### src/rtl/led_fade_pwm.sv
`timescale 1ns/1ps
// NCH-channel LED PWM: shared 12-bit ramp, per-channel fade engine and an
// exponential/linear brightness curve, configured through an APB-style port.
module led_fade_pwm #(
    parameter int NCH = 8
) (
    input  logic           clk,
    input  logic           rst_n,
    input  logic           psel,
    input  logic           penable,
    input  logic           pwrite,
    input  logic [7:0]     paddr,
    input  logic [7:0]     pwdata,
    output logic [7:0]     prdata,
    output logic           pready,
    input  logic [7:0]     manual_level,
    output logic [NCH-1:0] pwm_out,
    output logic           fade_busy,
    output logic           period_start
);

    localparam logic [7:0]  ADDR_CTRL = 8'h00;
    localparam logic [7:0]  ADDR_RATE = 8'h01;
    localparam logic [7:0]  ADDR_TGT  = 8'h10;
    localparam logic [7:0]  ADDR_CUR  = 8'h20;
    localparam logic [11:0] CNT_LAST  = 12'hFFF;

    logic           en;
    logic           src;
    logic           exp_mode;
    logic [7:0]     rate;
    logic [7:0]     div_cnt;
    logic [11:0]    cnt;
    logic [7:0]     target  [NCH];
    logic [7:0]     current [NCH];
    logic [11:0]    duty    [NCH];

    logic           wr_stb;
    logic           wr_ctrl;
    logic           wr_rate;
    logic [NCH-1:0] wr_tgt;
    logic           any_tgt_wr;
    logic           wrap;
    logic           step;

    // Level {e,m}: e==0 is a linear toe, otherwise a 6-bit mantissa shifted by e-1.
    function automatic logic [11:0] curve(input logic [7:0] lvl, input logic exp_sel);
        logic [11:0] mant;
        logic [2:0]  e;
        mant = {6'd0, 1'b1, lvl[4:0]};
        e    = lvl[7:5];
        if (!exp_sel)
            return {lvl, 4'b0000};
        else if (e == 3'd0)
            return {7'd0, lvl[4:0]};
        else
            return mant << (e - 3'd1);
    endfunction

    // ------------------------------------------------------------------
    // Register port decode
    // ------------------------------------------------------------------
    assign wr_stb  = psel & penable & pwrite;
    assign wr_ctrl = wr_stb && (paddr == ADDR_CTRL);
    assign wr_rate = wr_stb && (paddr == ADDR_RATE);
    assign pready  = 1'b1;

    always_comb begin
        wr_tgt = '0;
        for (int i = 0; i < NCH; i++) begin
            wr_tgt[i] = wr_stb && (paddr == ADDR_TGT + 8'(i));
        end
    end

    assign any_tgt_wr = |wr_tgt;

    always_comb begin
        prdata = 8'h00;
        if (paddr == ADDR_CTRL)
            prdata = {5'b00000, exp_mode, src, en};
        else if (paddr == ADDR_RATE)
            prdata = rate;
        for (int i = 0; i < NCH; i++) begin
            if (paddr == ADDR_TGT + 8'(i))
                prdata = target[i];
            if (paddr == ADDR_CUR + 8'(i))
                prdata = current[i];
        end
    end

    // ------------------------------------------------------------------
    // Control, rate and target registers
    // ------------------------------------------------------------------
    always_ff @(posedge clk or negedge rst_n) begin
        if (!rst_n) begin
            en       <= 1'b1;
            src      <= 1'b0;
            exp_mode <= 1'b1;
            rate     <= 8'h00;
        end else begin
            if (wr_ctrl) begin
                en       <= pwdata[0];
                src      <= pwdata[1];
                exp_mode <= pwdata[2];
            end else if (any_tgt_wr) begin
                src <= 1'b1;
            end
            if (wr_rate)
                rate <= pwdata;
        end
    end

    // A register write to a target takes priority over the manual follow path.
    always_ff @(posedge clk or negedge rst_n) begin
        if (!rst_n) begin
            for (int i = 0; i < NCH; i++)
                target[i] <= 8'h00;
        end else begin
            for (int i = 0; i < NCH; i++) begin
                if (wr_tgt[i])
                    target[i] <= pwdata;
                else if (!src)
                    target[i] <= manual_level;
            end
        end
    end

    // ------------------------------------------------------------------
    // Ramp and wrap pulse
    // ------------------------------------------------------------------
    assign wrap = en && (cnt == CNT_LAST);

    always_ff @(posedge clk or negedge rst_n) begin
        if (!rst_n) begin
            cnt          <= 12'd0;
            period_start <= 1'b0;
        end else begin
            cnt          <= en ? cnt + 12'd1 : 12'd0;
            period_start <= wrap;
        end
    end

    // ------------------------------------------------------------------
    // Fade engine: divider counts wraps, one-code step on the RATE-th wrap
    // ------------------------------------------------------------------
    assign step = wrap && (rate != 8'd0) && (div_cnt >= rate - 8'd1) && !wr_rate;

    always_ff @(posedge clk or negedge rst_n) begin
        if (!rst_n) begin
            div_cnt <= 8'd0;
        end else if (wr_rate) begin
            div_cnt <= 8'd0;
        end else if (wrap && (rate != 8'd0)) begin
            div_cnt <= (div_cnt >= rate - 8'd1) ? 8'd0 : div_cnt + 8'd1;
        end
    end

    always_ff @(posedge clk or negedge rst_n) begin
        if (!rst_n) begin
            for (int i = 0; i < NCH; i++)
                current[i] <= 8'h00;
        end else if (en) begin
            for (int i = 0; i < NCH; i++) begin
                if (rate == 8'd0) begin
                    current[i] <= target[i];
                end else if (step) begin
                    if (current[i] < target[i])
                        current[i] <= current[i] + 8'd1;
                    else if (current[i] > target[i])
                        current[i] <= current[i] - 8'd1;
                end
            end
        end
    end

    always_comb begin
        fade_busy = 1'b0;
        for (int i = 0; i < NCH; i++) begin
            if (current[i] != target[i])
                fade_busy = 1'b1;
        end
    end

    // ------------------------------------------------------------------
    // Duty shadow (reloaded only at the wrap) and output compare
    // ------------------------------------------------------------------
    always_ff @(posedge clk or negedge rst_n) begin
        if (!rst_n) begin
            for (int i = 0; i < NCH; i++)
                duty[i] <= 12'd0;
            pwm_out <= '0;
        end else begin
            for (int i = 0; i < NCH; i++) begin
                if (wrap)
                    duty[i] <= curve(current[i], exp_mode);
                pwm_out[i] <= en && (cnt < duty[i]);
            end
        end
    end

endmodule

### config.mk
export PLATFORM = sky130hd
export DESIGN_NAME = led_fade_pwm
export DESIGN_NICKNAME = d
export VERILOG_FILES = /design/src/rtl/led_fade_pwm.sv
export SDC_FILE = /design/constraint.sdc
export NUM_CORES = 1
export LEC_CHECK = 0
export CAP_MARGIN = 5
export CELL_PAD_IN_SITES_DETAIL_PLACEMENT = 1
export CELL_PAD_IN_SITES_GLOBAL_PLACEMENT = 2
export CORE_ASPECT_RATIO = 0.8
export CORE_MARGIN = 2
export CORE_UTILIZATION = 40
export CTS_BUF_LIST = sky130_fd_sc_hd__clkbuf_2
export CTS_CLUSTER_SIZE = 30
export DETAILED_ROUTE_END_ITERATION = 8
export GPL_ROUTABILITY_DRIVEN = 0
export MAX_ROUTING_LAYER = met4
export PLACE_DENSITY_LB_ADDON = 0.1
export RECOVER_POWER = 50
export REMOVE_ABC_BUFFERS = 1
export SLEW_MARGIN = 10
export SYNTH_ARGS = -nofsm -noshare
export SYNTH_HDL_FRONTEND = slang
export SYNTH_SLANG_ARGS = --single-unit
### constraint.sdc
create_clock -name clk -period 4.26 [get_ports clk]
set_input_delay 0.426 -clock clk [delete_from_list [all_inputs] [get_ports clk]]
set_output_delay 0.426 -clock clk [all_outputs]
set_load 0.01 [all_outputs]
# Word level (Yosys, flattened, before mapping)

Index checks and enable logic that the tools add are counted.

Register bits: 264
Input port bits: 29
Output and inout port bits: 19
Logic and storage cells: 271

$add $sub $neg: 27
Order comparisons: 25
Equal/unequal tests: 34
Shift-type cells: 8
Muxes and demuxes: 89
Bitwise operators: 2
Reductions and logical operators: 54

Operator list:

| kind                                                | number |
|---|---|
| 2-to-1 mux 8 bit                                    | 62 |
| 2-to-1 mux 12 bit                                   | 17 |
| less-than comparator 12 bit                         | 8 |
| left shift 6 x 3 -> 12 bit                          | 8 |
| adder 8 x 1 -> 8 bit, second input constant         | 9 |
| subtractor 8 x 1 -> 8 bit, second input constant    | 9 |
| equality test 8 x 5 -> 1 bit, second input constant | 8 |
| equality test 8 x 6 -> 1 bit, second input constant | 8 |
| greater-than comparator 8 bit                       | 8 |
| less-than comparator 8 bit                          | 8 |
| != test 8 bit                                       | 8 |
| zero test 3 bit                                     | 8 |
| AND reduction 3 bit                                 | 8 |
| nonzero test 3 bit                                  | 8 |
| subtractor 3 x 1 -> 3 bit, second input constant    | 8 |
| logical AND 1 bit                                   | 22 |
| zero test 8 bit                                     | 2 |
| != test 2 x 1 -> 1 bit, second input constant       | 8 |
| adder 12 x 1 -> 12 bit, second input constant       | 1 |
| equality test 12 bit, second input constant         | 1 |
| 2-to-1 mux 1 bit                                    | 10 |
| equality test 8 x 1 -> 1 bit, second input constant | 1 |
| greater-or-equal comparator 8 bit                   | 1 |
| nonzero test 8 bit                                  | 1 |
| other kinds (4)                                     | 7 |

# Depth between registers and ports, before layout

Depth in word-level cells: 19
Depth in mapped cells: 14
Mapped depth without buffers: 13

# Worst setup path after synthesis

Ideal clock, no wire load.

Kind: reg2reg
Start point: register current[57] in the netlist's numbering
End point: register current[63] in the netlist's numbering
Library setup time: 86 ps
Data arrival time: 3,173 ps
Data required time: 4,174 ps
Slack: 1,001 ps
Stages on the path, launching flop included: 13
Buffers on the path: 0
Clock period less this slack: 3,259 ps
Cell sequence: dfrtp_1 ha_1 nor2b_1 o211a_1 o21ba_2 or2_2 ha_1 o21ai_0 o21ai_0 a31oi_1 or3_1 a211o_1 a32oi_1

Cells in the longest elaborated chain, start to end: 5
Elaborated cells between the ends (all ways): 10
Those cells by class: add/sub (2); order compare (2); mux (4); reduce/logical (2)

RTL lines:

| element                          | line | RTL |
|---|---|---|
| start: declaration               | 35   | `logic [7:0] current [NCH];` |
| start signal: indexed assignment | 165  | `current[i] <= target[i];` |
| start signal: indexed assignment | 168  | `current[i] <= current[i] + 8'd1;` |
| start signal: indexed assignment | 170  | `current[i] <= current[i] - 8'd1;` |
| subtractor 8 x 1 -> 8 bit        | 170  |  |
| 2-to-1 mux 8 bit                 | 169  | `else if (current[i] > target[i])` |
| 2-to-1 mux 8 bit                 | 167  | `if (current[i] < target[i])` |
| 2-to-1 mux 8 bit                 | 166  | `end else if (step) begin` |
| 2-to-1 mux 8 bit                 | 164  | `if (rate == 8'd0) begin` |

Several ways; a longest one is shown, not always the timed one. The select of a mux whose other input is x is not followed.
A chain may end at the register's enable or synchronous reset.

# Worst setup path in the final report

Start point: input paddr[3]
End point: output prdata[5]

Cells in the longest elaborated chain, start to end: 19
Elaborated cells between the ends (all ways): 36
Those cells by class: eq/ne (17); mux (18); reduce/logical (1)

RTL lines:

| element                      | line | RTL |
|---|---|---|
| start: declaration           | 12   | `input logic [7:0] paddr,` |
| equality test 8 x 1 -> 1 bit | 81   | `else if (paddr == ADDR_RATE)` |
| 2-to-1 mux 8 bit             | 81   |  |
| 2-to-1 mux 8 bit             | 79   | `if (paddr == ADDR_CTRL)` |
| 2-to-1 mux 8 bit             | 84   | `if (paddr == ADDR_TGT + 8'(i))` |
| 2-to-1 mux 8 bit             | 86   | `if (paddr == ADDR_CUR + 8'(i))` |
| 2-to-1 mux 8 bit             | 84   |  |
| 2-to-1 mux 8 bit             | 86   |  |
| 2-to-1 mux 8 bit             | 84   |  |
| [3 not listed]               | n/a  |  |
| 2-to-1 mux 8 bit             | 84   |  |
| 2-to-1 mux 8 bit             | 86   |  |
| 2-to-1 mux 8 bit             | 84   |  |
| 2-to-1 mux 8 bit             | 86   |  |
| 2-to-1 mux 8 bit             | 84   |  |
| 2-to-1 mux 8 bit             | 86   |  |
| 2-to-1 mux 8 bit             | 84   |  |
| 2-to-1 mux 8 bit *           | 86   |  |
| end: declaration             | 14   | `output logic [7:0] prdata,` |

Mark *: on every way between the ends. The rest lies on a longest branch, timed or not.

==> flow_summary.ini <==
[setup_path]
cp_max_fo = 10
endpoint_kind = output pin
crit_arrival_ps = 3710
path_class = in2out
critPathLaunchType = primary input
cp_data_required_time_ps = 3830

[pwr]
power_w = 0.006787
peakVddDrop_mv = 0.1762
p_per_area_nw_per_um2 = 278.9
leakage_nw = 10.62

[timing]
final.setup.tns_ps = 0
period_needed_ps = 4139
max_slew_margin_pct = -54.95
fin_skew_ps = 75.42
hold_viol_final = 0
worst_pin_slew_ps = 2324
clock.fmax_mhz = 241.6
fin_crit_sh_pct = 97.16
drv_slew = 337
whs_ps = 155.6
setup_viol = 0
finalWorstSetupSlack_ps = 120.8

[placement]
portBuffers = 46
dp_slack_ps = 223.8
hpwl_mm = 64.73

[logic_synthesis]
syn_inst = 2737
synth_seq_cells = 264
synth_top_family_by_area = compound AO/OA/AOI/OAI gates
synth-simple-area-share_pct = 16.81
synth-edff-count = 0
ys.flop_type = dfrtp_1
ys_async_sr_fraction_pct = 100.0
avgSynthCellArea_sq_um = 8.021
synth_area_leader_cell = dfrtp_1
synth_mux_area_share_pct = 3.004
synth_adder_area_share_pct = 13.72
synth_compound_area_share_pct = 27.48
syn_area_sq_um = 21950
ys_warn_count = 0
synthMostInstantiatedCell = nand2_1
netlist.area_leader.share_pct = 29.86
yosysSeqAreaShare_pct = 30.10
synth_commonest_cells = nand2_1, a21oi_1, dfrtp_1
synthDistinctLibCells = 80
synth_xor_area_share_pct = 1.875
synth_area_leaders = dfrtp_1, ha_1, a21oi_1

[global_routing]
grt-ovfl-total = 0
grt_usage_pct = 32.38
antenna_found_initial = 3
grt_pass1_wl_mm = 135.5
grt_max_degree = 85
grt_pass1_vias = 21930

[clock_tree]
clkSinkCount = 264
clkLatencyLatePin_ps = 1150
cts-root-buf = clkbuf_2
cts_max_path_buffers = 3
numCtsBuffers = 79
htreeDepth = 3
path_clk_slew_ps = 110
cts_tree = yes

[flow_run]
drv_cap = 5

[routing]
dr_wl_met2_mm = 36.23
viasPerCell = 6.142
dr.max_layer_used = met4
avgRoutedWirePerCell_microns = 24.62
drtPass1Iterations = 7
wl_met1_mm = 42.27
route.vias.total = 22040
drc = 0
drtIter0Drc = 1727
ant_nets = 0
wl_met3_mm = 7.458
drt-total-wl_mm = 88.33

[status]
violations = capacitance limit, slew limit
outcome = finished, violations left

[floorplanning]
row_count = 76
io_pins = 48
die_h_microns = 213.5
core_area_sq_um = 54010
dieWidth_microns = 265.9
dieArea_sq_um = 56790
start_util_pct = 40.65

[final_layout]
layout-drive-gt1-share_pct = 11.36
post-route-util_pct = 45.06
fill_cells = 6592
area_delta_synth_final_pct = 10.86
layout.nets = 3086

[min_path]
hold_class = in2reg
==> flip-flops by register name, summed over array words and instances, names as in the netlist <==
| signal | count |
|---|---|
| rate | 8 |
| en | 1 |
| src | 1 |
| target | 64 |
| exp_mode | 1 |
| div_cnt | 8 |
| period_start | 1 |
| duty | 96 |
| cnt | 12 |
| pwm_out | 8 |
| current | 64 |
==> through the flow <==
step | area [sq um] | std cells
after detailed placement | 23540 | 3439
after CTS | 24350 | 3581
after global placement | 23540 | 3439
after floorplan | 21190 | 2565
final | 24340 | 3588
after global routing | 24340 | 3588
==> worst max-delay path, cell delays in order <==
cell,delay (ps)
dlygate4sd3_1,720
or4b_1,750
nor2_1,210
a32o_1,180
o221ai_1,170
a22o_1,260
a21oi_1,340
clkdlybuf4s50_1,640
==> path summary, 6_finish.rpt <==
| kind | start | to | slack (ps) | cells after the start |
|---|---|---|---|---|
| max in group asynchronous | rst_n | current[12] | 530 | 4 |
| hold reg to reg | duty[89] | duty[89] | 480 | 2 |
| min in group asynchronous | rst_n | current[17] | 680 | 3 |
| hold / removal | pwdata[7] | rate[7] | 160 | 3 |
| setup reg to reg | current[56] | current[63] | 470 | 13 |
| setup / recovery | paddr[3] | prdata[5] | 120 | 8 |
==> timing repair <==
item | in CTS | in global routing
hold buffers | 3 | 0
endpoints found under the hold margin | 241 | 0
resized for setup | 5 | 4
setup buffers | 0 | 0
endpoints found under the setup margin | 1 | 1
==> cell usage in the layout, fill, tap and decap left out, types with 8 or more instances in the layout <==
cell type        instances
a211oi_1                58
a21o_1                  46
a21oi_1                284
a221oi_1                16
a22o_1                  17
a22oi_1                 41
a31oi_1                 48
a32oi_1                  9
buf_4                  118
clkbuf_2               121
clkdlybuf4s50_1         43
clkinv_1                14
dfrtp_1                256
fa_1                     8
ha_1                   228
inv_1                  196
mux2i_1                 43
nand2_1                295
nand2b_1                33
nand3_1                 61
nand4_1                 24
nor2_1                 211
nor2b_1                 34
nor3_1                  63
nor4_1                  11
o211ai_1                36
o21a_1                  12
o21ai_0                200
o21ba_2                  8
o21bai_1                18
o22ai_1                 59
o31a_1                  19
o31ai_1                 20
o32ai_1                 11
or2_2                   13
or3_1                   12
or4_1                   12
xnor2_1                 24
xor2_1                  23
==> report_power, final <==
part | leakage, nW | total [W] | switching [W] | internal (W)
registers | 3.26 | 0.00277 | 0.000173 | 0.00260
logic | 6.80 | 0.00185 | 0.00113 | 0.000716
clock network | 0.558 | 0.00217 | 0.00131 | 0.000860
total | 10.6 | 0.00679 | 0.00261 | 0.00418
==> kinds of logic (layout without fill, tap and decap cells) <==
family                     count (synthesis)  after routing
xor gates and xnor gates                  47             47
DFF                                      264            264
adders and majority gates                236            236
AOI/OAI and AO/OA                        950            950
and+or+nand+nor                          803            803
other                                      1              8
buffers and inverters                    377            519
muxes                                     59             59
==> layer usage <==
layer  vias to the layer above  GRT usage (%)
li1                      10150              -
met1                     10970          45.79
met2                       772          45.59
met3                       151          7.395
met4                         0          10.19
met5                         -              -
==> final cells by class <==
type | instances | area, sq um | share of cell area, %
clock inverters | 22 | 157.7 | 0.6477
inverters | 205 | 770.7 | 3.167
well taps | 702 | 878.3 | 3.609
clock buffers | 117 | 585.6 | 2.406
flip-flops and latches | 264 | 6616 | 27.18
diodes | 7 | 17.52 | 0.07197
multi-input cells | 2096 | 13900 | 57.12
repair buffers | 175 | 1410 | 5.794
(Power assumes the default switching activity.)
